===== src/rtl/round_timer_if.sv =====
// -----------------------------------------------------------------------------
// round_timer_if
// Control/display bundle between the round timer and its surroundings.
//
//   Tick       1  one-cycle 1 Hz strobe from the rate divider
//   Start      1  one-cycle pulse: load start value and begin counting
//   Pause      1  level: freeze the countdown while high
//   OnesDigit  4  ones BCD digit (HEX0)
//   TensDigit  4  tens BCD digit (HEX1)
//   Running    1  high while counting
//   Expired    1  high while the count sits at 00
//   TimeUp     1  one-cycle pulse when the count reaches 00
//   Warn       1  low-time indicator (zero unless ROUND_TIMER_WARN_EN)
//   Blank      1  display blink request (zero unless ROUND_TIMER_WARN_EN)
//
// master: the controller side that drives Tick/Start/Pause.
// slave : the timer itself.
// -----------------------------------------------------------------------------
interface round_timer_if;
    logic       Tick;
    logic       Start;
    logic       Pause;
    logic [3:0] OnesDigit;
    logic [3:0] TensDigit;
    logic       Running;
    logic       Expired;
    logic       TimeUp;
    logic       Warn;
    logic       Blank;

    modport master (
        output Tick, Start, Pause,
        input  OnesDigit, TensDigit, Running, Expired, TimeUp, Warn, Blank
    );

    modport slave (
        input  Tick, Start, Pause,
        output OnesDigit, TensDigit, Running, Expired, TimeUp, Warn, Blank
    );
endinterface


===== src/rtl/round_timer.sv =====
// -----------------------------------------------------------------------------
// round_timer
// Two-digit BCD countdown timer for a game round. Start loads the configured
// start value and begins counting down one second per Tick; Pause freezes the
// count; reaching 00 parks the timer in EXPIRED and emits a single TimeUp.
//
// Parameters
//   START_TENS  tens BCD digit loaded on Start (0-9)
//   START_ONES  ones BCD digit loaded on Start (0-9)
//
// Ports
//   ClockIn  system clock (50 MHz)
//   Reset    synchronous, active-high reset
//   bus      round_timer_if.slave: Tick/Start/Pause in; digits and status out
//
// Optional feature (macro ROUND_TIMER_WARN_EN)
//   Defined  : Warn is high while running/paused below ten seconds (count
//              nonzero); Blank toggles on every accepted Tick while Warn is
//              high, so the hex stage can blink the display.
//   Undefined: Warn and Blank are tied low and no warn logic exists.
// -----------------------------------------------------------------------------
module round_timer #(
    parameter int unsigned START_TENS = 6,
    parameter int unsigned START_ONES = 0
) (
    input  logic           ClockIn,
    input  logic           Reset,
    round_timer_if.slave   bus
);

    localparam int unsigned DIGIT_W = 4;

    localparam logic [DIGIT_W-1:0] START_T   = DIGIT_W'(START_TENS);
    localparam logic [DIGIT_W-1:0] START_O   = DIGIT_W'(START_ONES);
    localparam logic [DIGIT_W-1:0] DIGIT_MAX = DIGIT_W'(9);
    localparam logic [DIGIT_W-1:0] DIGIT_0   = DIGIT_W'(0);
    localparam logic [DIGIT_W-1:0] DIGIT_1   = DIGIT_W'(1);
    localparam bit                 START_ZERO = (START_TENS == 0) && (START_ONES == 0);

    typedef enum logic [1:0] {
        S_IDLE    = 2'd0,
        S_RUN     = 2'd1,
        S_PAUSED  = 2'd2,
        S_EXPIRED = 2'd3
    } state_t;

    state_t             r_state;
    state_t             w_state_next;
    logic [DIGIT_W-1:0] r_tens;
    logic [DIGIT_W-1:0] r_ones;
    logic [DIGIT_W-1:0] w_tens_next;
    logic [DIGIT_W-1:0] w_ones_next;
    logic               r_running;
    logic               r_expired;
    logic               r_time_up;
    logic               w_time_up_next;

    // State, digits and status flags
    always_ff @(posedge ClockIn) begin
        if (Reset) begin
            r_state   <= S_IDLE;
            r_tens    <= START_T;
            r_ones    <= START_O;
            r_running <= 1'b0;
            r_expired <= 1'b0;
            r_time_up <= 1'b0;
        end else begin
            r_state   <= w_state_next;
            r_tens    <= w_tens_next;
            r_ones    <= w_ones_next;
            r_running <= (w_state_next == S_RUN);
            r_expired <= (w_state_next == S_EXPIRED);
            r_time_up <= w_time_up_next;
        end
    end

    // Next state, next digits and TimeUp; Start outranks Tick and Pause
    always_comb begin
        w_state_next   = r_state;
        w_tens_next    = r_tens;
        w_ones_next    = r_ones;
        w_time_up_next = 1'b0;

        if (bus.Start) begin
            w_tens_next = START_T;
            w_ones_next = START_O;
            if (START_ZERO) begin
                // Restarting an already-expired timer at 00 must not re-pulse TimeUp
                w_state_next   = S_EXPIRED;
                w_time_up_next = (r_state != S_EXPIRED);
            end else if (bus.Pause) begin
                w_state_next = S_PAUSED;
            end else begin
                w_state_next = S_RUN;
            end
        end else begin
            case (r_state)
                S_RUN: begin
                    if (bus.Pause) begin
                        w_state_next = S_PAUSED;
                    end else if (bus.Tick) begin
                        // BCD borrow: ones wraps to 9 and takes one from tens
                        if (r_ones != DIGIT_0) begin
                            w_ones_next = r_ones - DIGIT_1;
                        end else if (r_tens != DIGIT_0) begin
                            w_ones_next = DIGIT_MAX;
                            w_tens_next = r_tens - DIGIT_1;
                        end
                        if ((w_tens_next == DIGIT_0) && (w_ones_next == DIGIT_0)) begin
                            w_state_next   = S_EXPIRED;
                            w_time_up_next = 1'b1;
                        end
                    end
                end
                S_PAUSED: begin
                    if (!bus.Pause) begin
                        w_state_next = S_RUN;
                    end
                end
                default: begin
                    w_state_next = r_state;
                end
            endcase
        end
    end

    assign bus.TensDigit = r_tens;
    assign bus.OnesDigit = r_ones;
    assign bus.Running   = r_running;
    assign bus.Expired   = r_expired;
    assign bus.TimeUp    = r_time_up;

`ifdef ROUND_TIMER_WARN_EN
    logic r_warn;
    logic r_blank;
    logic w_warn_next;
    logic w_blank_next;
    logic w_tick_accept;

    // Warn/Blank follow the next count so they line up with the digits they describe
    always_comb begin
        w_tick_accept = (r_state == S_RUN) && !bus.Start && !bus.Pause && bus.Tick;
        w_warn_next   = ((w_state_next == S_RUN) || (w_state_next == S_PAUSED)) &&
                        (w_tens_next == DIGIT_0) && (w_ones_next != DIGIT_0);
        w_blank_next  = r_blank;
        if (bus.Start || !w_warn_next) begin
            w_blank_next = 1'b0;
        end else if (w_tick_accept && r_warn) begin
            // Only ticks taken while already warning blink the display
            w_blank_next = !r_blank;
        end
    end

    // Warn/Blank registers
    always_ff @(posedge ClockIn) begin
        if (Reset) begin
            r_warn  <= 1'b0;
            r_blank <= 1'b0;
        end else begin
            r_warn  <= w_warn_next;
            r_blank <= w_blank_next;
        end
    end

    assign bus.Warn  = r_warn;
    assign bus.Blank = r_blank;
`else
    assign bus.Warn  = 1'b0;
    assign bus.Blank = 1'b0;
`endif

endmodule


===== src/flat_wrapper.sv =====
// flat-port wrapper written by rule: the top's interface ports become plain ports
module round_timer_flat 
#(
    parameter int unsigned START_TENS = 6,
    parameter int unsigned START_ONES = 0
)
  (ClockIn, Reset, bus_Tick, bus_Start, bus_Pause, bus_OnesDigit, bus_TensDigit, bus_Running, bus_Expired, bus_TimeUp, bus_Warn, bus_Blank);
  round_timer_if bus_i ();
  input  logic ClockIn;
  input  logic Reset;
  input wire logic [$bits(bus_i.Tick)-1:0] bus_Tick;
  input wire logic [$bits(bus_i.Start)-1:0] bus_Start;
  input wire logic [$bits(bus_i.Pause)-1:0] bus_Pause;
  output wire logic [$bits(bus_i.OnesDigit)-1:0] bus_OnesDigit;
  output wire logic [$bits(bus_i.TensDigit)-1:0] bus_TensDigit;
  output wire logic [$bits(bus_i.Running)-1:0] bus_Running;
  output wire logic [$bits(bus_i.Expired)-1:0] bus_Expired;
  output wire logic [$bits(bus_i.TimeUp)-1:0] bus_TimeUp;
  output wire logic [$bits(bus_i.Warn)-1:0] bus_Warn;
  output wire logic [$bits(bus_i.Blank)-1:0] bus_Blank;
  assign bus_i.Tick = bus_Tick;
  assign bus_i.Start = bus_Start;
  assign bus_i.Pause = bus_Pause;
  assign bus_OnesDigit = bus_i.OnesDigit;
  assign bus_TensDigit = bus_i.TensDigit;
  assign bus_Running = bus_i.Running;
  assign bus_Expired = bus_i.Expired;
  assign bus_TimeUp = bus_i.TimeUp;
  assign bus_Warn = bus_i.Warn;
  assign bus_Blank = bus_i.Blank;
  round_timer #(.START_TENS(START_TENS), .START_ONES(START_ONES)) u_core (.ClockIn(ClockIn), .Reset(Reset), .bus(bus_i));
endmodule

===== config.mk =====
export PLATFORM = sky130hd
export DESIGN_NAME = round_timer_flat
export DESIGN_NICKNAME = d
export VERILOG_FILES = /design/src/rtl/round_timer_if.sv /design/src/rtl/round_timer.sv /design/src/flat_wrapper.sv
export SDC_FILE = /design/constraint.sdc
export NUM_CORES = 1
export LEC_CHECK = 0
export ABC_AREA = 1
export CORE_UTILIZATION = 55
export CTS_BUF_LIST = sky130_fd_sc_hd__clkbuf_4 sky130_fd_sc_hd__clkbuf_8
export DETAILED_ROUTE_END_ITERATION = 16
export PLACE_DENSITY = 0.86
export SYNTH_ARGS = -nofsm -noshare
export SYNTH_HDL_FRONTEND = slang
export SYNTH_SLANG_ARGS = --single-unit

===== constraint.sdc =====
create_clock -name ClockIn -period 4.65 [get_ports ClockIn]
set_input_delay 0.93 -clock ClockIn [delete_from_list [all_inputs] [get_ports ClockIn]]
set_output_delay 0.93 -clock ClockIn [all_outputs]
set_load 0.02 [all_outputs]

==> metrics.csv, run 1 <==
metric,value,unit
Fillers,114,
Chip Height,41.0,um
NumNets Final,160,
peak fanout along the critical path,5,
max frequency,432,MHz
largest family of logic cells by synthesized area,simple AND/OR/NAND/NOR gates,
gr usage total,23.8,%
fraction of the mapped netlist area in adder cells,6.00,%
Fin Clk Skew,0.00795,ns
CTS Sinks,13,
register clock-pin slew on the reported worst setup and hold paths,0.09,ns
post-synth cell types,17,
final setup vio count,0,
Critical Path RT,3.72,ns
XOR/XNOR Fraction of Synth Area,0,%
met1 global-route usage,29.6,%
compound-cell area share of the yosys netlist,13.8,%
"area leader, netlist",dfxtp_1,
die footprint,1680,um2
GR Overflow Total,0,
crit-path leading delay family,buffers and inverters,
Worst IR Drop VDD,0.000247,V
DP Wirelength,1390,um
Post-CTS Setup Inserts,0,
Post-Layout Inst Area,1020,um2
crit path launch type,flop,
crit path max-delay cell type,clkdlybuf4s50_1,
Sw Share,29.0,%
synthesis-to-finish area growth,22.2,%
core footprint,1350,um2
wire per inst,10.3,um
via count,835,
Fin. Hold Viols,0,
Simple-Gate Fraction of Synth Area,35.1,%
CTS root buf,clkbuf_4,
Worst R2R Setup Slack,2.73,ns
Port Buffers,15,
Worst Hold Class,flop to flop,
number of global-route vias before repair,686,
post-synthesis mux area share,0,%
Post-CTS Hold Fix Bufs,0,
# diodes,0,
clock power share,29.9,%
Switch Pwr,0.0000668,W
max_cap viols,0,
gr busiest metal,met2,
TritonCTS Buffers,3,
Detail Route Antenna Nets,0,
min cycle time layout,2.32,ns
Final Cycle Share,49.8,%
WP buf/inv,1,
FP Rows,13,
Ys Warns,0,
Pint,0.000164,W
initial core utilization,61.8,%
met2 Use GR,38.7,%
Final TNS setup,0,ns
Logic pwr share,18.9,%
FF+latch area,260,um2
Yosys top cell area share,31.2,%
Setup CP Type,flop to primary output,
# IOs,18,
Pre-antenna DRT Iters,4,
layout cell share with drive strength beyond 1,8.67,%
"Clk Latency, worst-skew pair",0.27,ns
clk buf depth,2,
first-pass GRT wire length,2620,um
Critical Path AT,1.39,ns
DRT iter0 DRCs,20,
CP endpoint kind,primary output,
initial antenna violation count,0,
sequential fraction of design power,51.1,%
RSZ-0062 raised after global routing,false,
part of the Yosys area used for sequential elements,31.2,%
synth top area cells,"dfxtp_1 (31%), nand2_1 (15%), inv_1 (12%)",
Slew Limit Fails,0,
drc violations,0,
vias per cell,5.06,
H-tree depth,1,
Total Wirelength,1700,um
TritonCTS clock tree,done,
leak pwr,0.505,nW
post-synthesis cell area,835,um2
max incr delay on CP,0.65,ns
outcome,"finished, final reports clean",
GR Layer Usage met3,8.15,%
# resized after CTS,0,
Cell Pwr Density,226,nW/um2
Yosys reg bits,13,
GPL Wtd Cong,0.830,
crit path cell chain,clkdlybuf4s50_1,
Cells after Synth,132,
pin count of the biggest net entering global routing,9,
Fin Hold WS,0.558,ns
footprint of the multi-input gates,465,um2
Mapped Avg Cell Area,6.32,um2
DP Area,992,um2
Die X,41.0,um
## layout make-up
class,instances,share of cell area (%)
Timing Repair Buffer,15,14.7
Multi-Input combinational cell,92,45.6
Clock inverter,1,0.491
Inverter,26,9.57
Clock buffer,3,2.21
Tap cell,15,1.84
Sequential cell,13,25.5
## path summary, 6_finish.rpt
| kind | from | end | cells after the start |
|---|---|---|---|
| worst max-delay path | u_core.bus.OnesDigit[3] | bus_OnesDigit[3] | 1 |
| worst min register to register | u_core.bus.TensDigit[0] | u_core.bus.TensDigit[0] | 2 |
| worst min-delay path | u_core.bus.TensDigit[0] | u_core.bus.TensDigit[0] | 2 |
| worst max register to register | u_core.bus.TensDigit[0] | u_core.bus.Running | 14 |
## sequential cells by signal (all words and copies together) (netlist names), named ones only
| signal | cells |
|---|---|
| u_core.bus.TensDigit | 4 |
| u_core.bus.Expired | 1 |
| u_core.bus.TimeUp | 1 |
| u_core.bus.OnesDigit | 4 |
| u_core.r_state | 1 |
| u_core.bus.Running | 1 |
## logic make-up after synthesis
kind of cell               after synthesis
buffers and inverters                   28
other                                    1
AOI/OAI and AO/OA                       20
adders and majority gates                4
and+or+nand+nor                         66
DFF                                     13
## per-stage QoR
step                      instances  setup slack, ns  utilization [%]  total power, W
after detailed placement        161             2.16             73.5        0.000164
after floorplan                 133             2.85                -        0.000151
after global routing            165             2.27             75.5        0.000244
final                           165             2.33             75.5        0.000231
after CTS                       165             2.32             75.5        0.000232
after global placement          161             2.24             73.5        0.000163
## power groups by stage
stage	Sequential, W	Clock, W	Combinational [W]
after CTS	0.000118	0.0000710	0.0000436
after floorplan	0.000122	0	0.0000286
final	0.000118	0.0000690	0.0000437
after global placement	0.000120	0	0.0000425
after detailed placement	0.000120	0	0.0000433
after global routing	0.000118	0.0000767	0.0000492
## cells in the final DEF, fill, tap and decap left out
| cell type | n |
|---|---|
| a211oi_1 | 1 |
| nor2_1 | 12 |
| o211ai_1 | 5 |
| nand3b_1 | 1 |
| nand3_1 | 10 |
| inv_1 | 26 |
| clkinv_2 | 1 |
| nor2_2 | 5 |
| dfxtp_1 | 13 |
| ha_1 | 4 |
| nand2_1 | 33 |
| o21ai_0 | 5 |
| clkbuf_4 | 3 |
| nor3_1 | 1 |
| nand2_2 | 3 |
| a21oi_1 | 9 |
| clkdlybuf4s50_1 | 15 |
| conb_1 | 2 |
| nor2_4 | 1 |
## cell usage after synthesis
library cell	instances
inv_1	26
nor2_2	5
nor2_4	1
a21oi_1	9
nand3b_1	1
nand2_2	3
nor2_1	12
o211ai_1	5
nand2_1	33
dfxtp_1	13
buf_4	2
nand3_1	10
o21ai_0	5
ha_1	4
conb_1	1
a211oi_1	1
nor3_1	1
## routing by layer
layer | part of all wire [%] | wire length [um]
met5 | 0 | 0
met4 | 0 | 0
met2 | 45 | 772
met3 | 7.5 | 128
met1 | 47 | 797
Power figures use the tool's default switching activity.
==> inputs of run 2 (changes only) <==
CORE_UTILIZATION = 51   (was 55)
PLACE_DENSITY = 0.8   (was 0.86)
clock period = 2.4 ns   (was 4.65 ns; I/O delays follow)
==> metrics.csv, run 2 (synthesized netlist as in run 1, its figures left out) <==
metric,value,unit
Final WS setup,0.530,ns
TritonCTS Buffers,3,
"commonest non-fill, non-tap cell in the layout",nand2_1,
worst hold start,u_core.bus.TensDigit[0],
vias per cell,5.01,
min cycle time layout,1.87,ns
Worst Hold Class,flop to flop,
layout cell share with drive strength beyond 1,8.67,%
total power,0.000454,W
pin count of the biggest net entering global routing,9,
Final Cycle Share,77.9,%
Non-Filler Instances,166,
Detail Route Antenna Nets,0,
Post-CTS Hold Fix Bufs,0,
H-tree depth,1,
CTS root buf,clkbuf_4,
Pre-antenna DRT Iters,4,
DP Area,993,um2
DRT iter0 DRCs,11,
peak fanout along the critical path,5,
crit path cell chain,clkdlybuf4s50_1,
first-pass GRT wire length,3180,um
# resized after CTS,0,
CTS Sinks,13,
gr usage total,22.8,%
leak pwr,0.505,nW
Total Wirelength,1720,um
max_cap viols,0,
Crit Reg-Reg Startpoint,u_core.bus.OnesDigit[0],
GR Overflow Total,0,
Fin Clk Skew,0.00455,ns
DP Worst Slack,0.378,ns
Die X,42.5,um
GPL Wtd Cong,0.838,
initial core utilization,54.8,%
Chip Height,42.5,um
# IOs,18,
max frequency,535,MHz
crit path max-delay cell type,clkdlybuf4s50_1,
register clock-pin slew on the reported worst setup and hold paths,0.07,ns
WP buf/inv,1,
# diodes,0,
final setup vio count,0,
placed cells,162,
DP Wirelength,1420,um
outcome,"finished, final reports clean",
Post-CTS Setup Inserts,0,
via count,831,
max incr delay on CP,0.65,ns
CP Launch Point,u_core.bus.OnesDigit[3],
die footprint,1800,um2
Final TNS setup,0,ns
FP Rows,14,
Post-Layout Inst Area,1020,um2
Setup CP Type,flop to primary output,
CP endpoint kind,primary output,
number of global-route vias before repair,798,
drc violations,0,
wire per inst,10.3,um
crit-path leading delay family,buffers and inverters,
Cell Pwr Density,444,nW/um2
initial antenna violation count,0,
synthesis-to-finish area growth,22.6,%
clk buf depth,2,
Fin. Hold Viols,0,
RSZ-0062 raised after global routing,false,
TritonCTS clock tree,done,
Worst IR Drop VDD,0.000330,V
Critical Path RT,1.92,ns
NumNets Final,160,
core footprint,1520,um2
Critical Path AT,1.39,ns
Slew Limit Fails,0,
Port Buffers,15,
crit path launch type,flop,
"Clk Latency, worst-skew pair",0.27,ns
most frequent cells in the layout,"nand2_1 (33), inv_1 (26), clkdlybuf4s50_1 (15), dfxtp_1 (13), nor2_1 (12)",
-- run 2: changes by cell type in the layout (fill, tap and decap cells not counted), sizes merged --
cell	previous run	this run
clkbuf	3	4
clkinv	1	0
-- run 2: area by class of cell --
type / count / area (um2)
Fill cell: 150 / 500
Inverter: 26 / 97.6
Tap cell: 16 / 20.0
Multi-Input combinational cell: 92 / 465
Sequential cell: 13 / 260
Timing Repair Buffer: 15 / 150
Clock buffer: 4 / 30.0
-- run 2: path summary, 6_finish.rpt --
path | end | depth (start not counted) | slack [ns]
min reg2reg | u_core.bus.TensDigit[0] | 2 | 0.56
max reg2reg | u_core.bus.Running | 14 | 0.53
min | u_core.bus.TensDigit[0] | 2 | 0.56
max | bus_OnesDigit[3] | 1 | 0.53
-- run 2: layer usage --
metal	up-vias	track usage, %	wire [um]
met3	2	5.17	53
met2	16	36.6	843
li1	444	-	-
met5	-	0	0
met1	369	28.9	809
met4	0	10.0	10
-- run 2: power by group --
| part | switching (W) | total (W) | internal (W) |
|---|---|---|---|
| Sequential | 0.00000614 | 0.000228 | 0.000222 |
| Combinational | 0.0000510 | 0.0000843 | 0.0000333 |
| Clock | 0.0000658 | 0.000142 | 0.0000758 |
-- run 2: metrics by stage --
step | util, % | hold WS (ns)
4_1_cts | 67.2 | 0.551
5_1_grt | 67.2 | 0.606
3_3_place_gp | 65.2 | 0.531
6_report | 67.2 | 0.558
3_5_place_dp | 65.2 | 0.540
2_1_floorplan | - | 0.549
==> inputs of run 3 (changes only) <==
clock period = 1.8 ns   (was 2.4 ns; I/O delays follow)
==> metrics.csv, run 3 (synthesized netlist as in run 1, its figures left out) <==
metric,value,unit
drc violations,0,
Crit Reg-Reg Endpoint,u_core.bus.Expired,
Post-Layout Inst Area,1190,um2
max frequency,549,MHz
H-tree depth,1,
Worst Hold Class,flop to flop,
core footprint,1520,um2
Min-Delay Endpoint,u_core.bus.TensDigit[0],
# diodes,0,
Final Cycle Share,101,%
Die X,42.5,um
CP Launch Point,u_core.bus.TensDigit[0],
Chip Height,42.5,um
initial core utilization,54.8,%
crit path launch type,flop,
die footprint,1800,um2
GPL Wtd Cong,0.815,
outcome,"finished, violations left",
FP Rows,14,
CTS Sinks,13,
Critical Path AT,2.05,ns
Crit Reg-Reg Startpoint,u_core.bus.TensDigit[0],
Fin Clk Skew,0.00150,ns
first-pass GRT wire length,3400,um
leak pwr,0.578,nW
NumNets Final,173,
total power,0.000649,W
Setup CP Type,flop to flop,
peak fanout along the critical path,3,
pin count of the biggest net entering global routing,8,
layout cell share with drive strength beyond 1,28.8,%
worst r2r path cells,14,
GR Overflow Total,0,
Total Wirelength,2140,um
most frequent cells in the layout,"nand2_1 (27), inv_1 (23), clkdlybuf4s50_1 (15), buf_4 (13), dfxtp_1 (10)",
via count,938,
Pre-antenna DRT Iters,4,
CP endpoint kind,flop,
Port Buffers,15,
Fin Hold WS,0.616,ns
CTS root buf,clkbuf_4,
Critical Path RT,2.03,ns
wire per inst,11.9,um
Fillers,110,
violated checks,setup timing,
Slew Limit Fails,0,
Final TNS setup,-0.0360,ns
vias per cell,5.24,
number of global-route vias before repair,846,
worst hold start,u_core.bus.TensDigit[0],
Min-Delay Path Depth,3,
initial antenna violation count,0,
clk buf depth,2,
# IOs,18,
Cell Pwr Density,544,nW/um2
Detail Route Antenna Nets,0,
TritonCTS clock tree,done,
DP Area,1070,um2
register clock-pin slew on the reported worst setup and hold paths,0.08,ns
Worst R2R Setup Slack,-0.02,ns
DP Wirelength,1460,um
DRT iter0 DRCs,34,
max_cap viols,0,
Fin. Hold Viols,0,
TritonCTS Buffers,3,
final setup vio count,2,
"commonest non-fill, non-tap cell in the layout",nand2_1,
Worst IR Drop VDD,0.000406,V
min cycle time layout,1.82,ns
Final WS setup,-0.0228,ns
RSZ-0062 raised after global routing,true,
synthesis-to-finish area growth,43.0,%
gr usage total,24.3,%
"Clk Latency, worst-skew pair",0.29,ns
run 3: cell count changes in the layout (fill, tap and decap cells not counted), moves of 4 or more:
cell     before  now
buf_4         0   13
nand2_2       3    8
nand2_1      33   27
nor2_1       12    8
run 3: how the worst max path moves through the flow:
| stage | end | slack, ns | cells after the start |
|---|---|---|---|
| after global routing | u_core.bus.Running | -0.10 | 15 |
| final | u_core.bus.Expired | -0.02 | 14 |
| after floorplan | u_core.bus.Running | 0.04 | 14 |
| after global placement | u_core.bus.Running | 0.009 | 15 |
| after detailed placement | u_core.bus.Running | -0.03 | 15 |
| after CTS | bus_TensDigit[2] | 0.01 | 1 |
run 3: report_power, final:
part / internal (W) / switching (W)
Sequential: 0.000297 / 0.00000828
Clock: 0.000101 / 0.000104
Combinational: 0.0000591 / 0.0000798
Total: 0.000457 / 0.000192
run 3: through the flow:
| stage | cells | util [%] | setup WS (ns) |
|---|---|---|---|
| 6_report | 179 | 78.3 | -0.0228 |
| 5_1_grt | 179 | 78.3 | -0.100 |
| 4_1_cts | 176 | 73.4 | 0.0129 |
| 3_5_place_dp | 172 | 70.1 | -0.0338 |
| 3_3_place_gp | 172 | 70.1 | 0.00886 |
| 2_1_floorplan | 133 | - | 0.0391 |
run 3: worst max-delay path: stages (launching register included):
cell and delay (ns):
dfxtp_2 0.33, inv_1 0.08, ha_2 0.21, nand2_1 0.07, nor2_1 0.14, nor2_2 0.07
nor2_2 0.13, nand3_2 0.10, nor2_4 0.13, nand3b_1 0.14, nand2_1 0.10, nand2_1 0.05
nand2_1 0.06, nand2_2 0.06, nor2_1 0.08
run 3: area by class of cell:
class	count	area (um2)	share of cell area, %
multi-input cells	92	534	44.8
inverters	26	97.6	8.18
repair buffers	28	248	20.8
clock buffers	4	30.0	2.52
flip-flops and latches	13	264	22.1
well taps	16	20.0	1.68
run 3: timing repair:
item,4_1_cts,5_1_grt
resized for setup,4,21
hold buffers,0,0
setup endpoints to repair,4,7
buffers inserted,0,4
pin swaps,0,10
run 3: metal layers:
layer	vias to the layer above	global-route usage, %	wire, um
met5	-	0	0
met2	38	41.2	1080
met1	421	29.6	882
li1	476	-	-
met4	0	8.75	24
met3	3	6.03	145
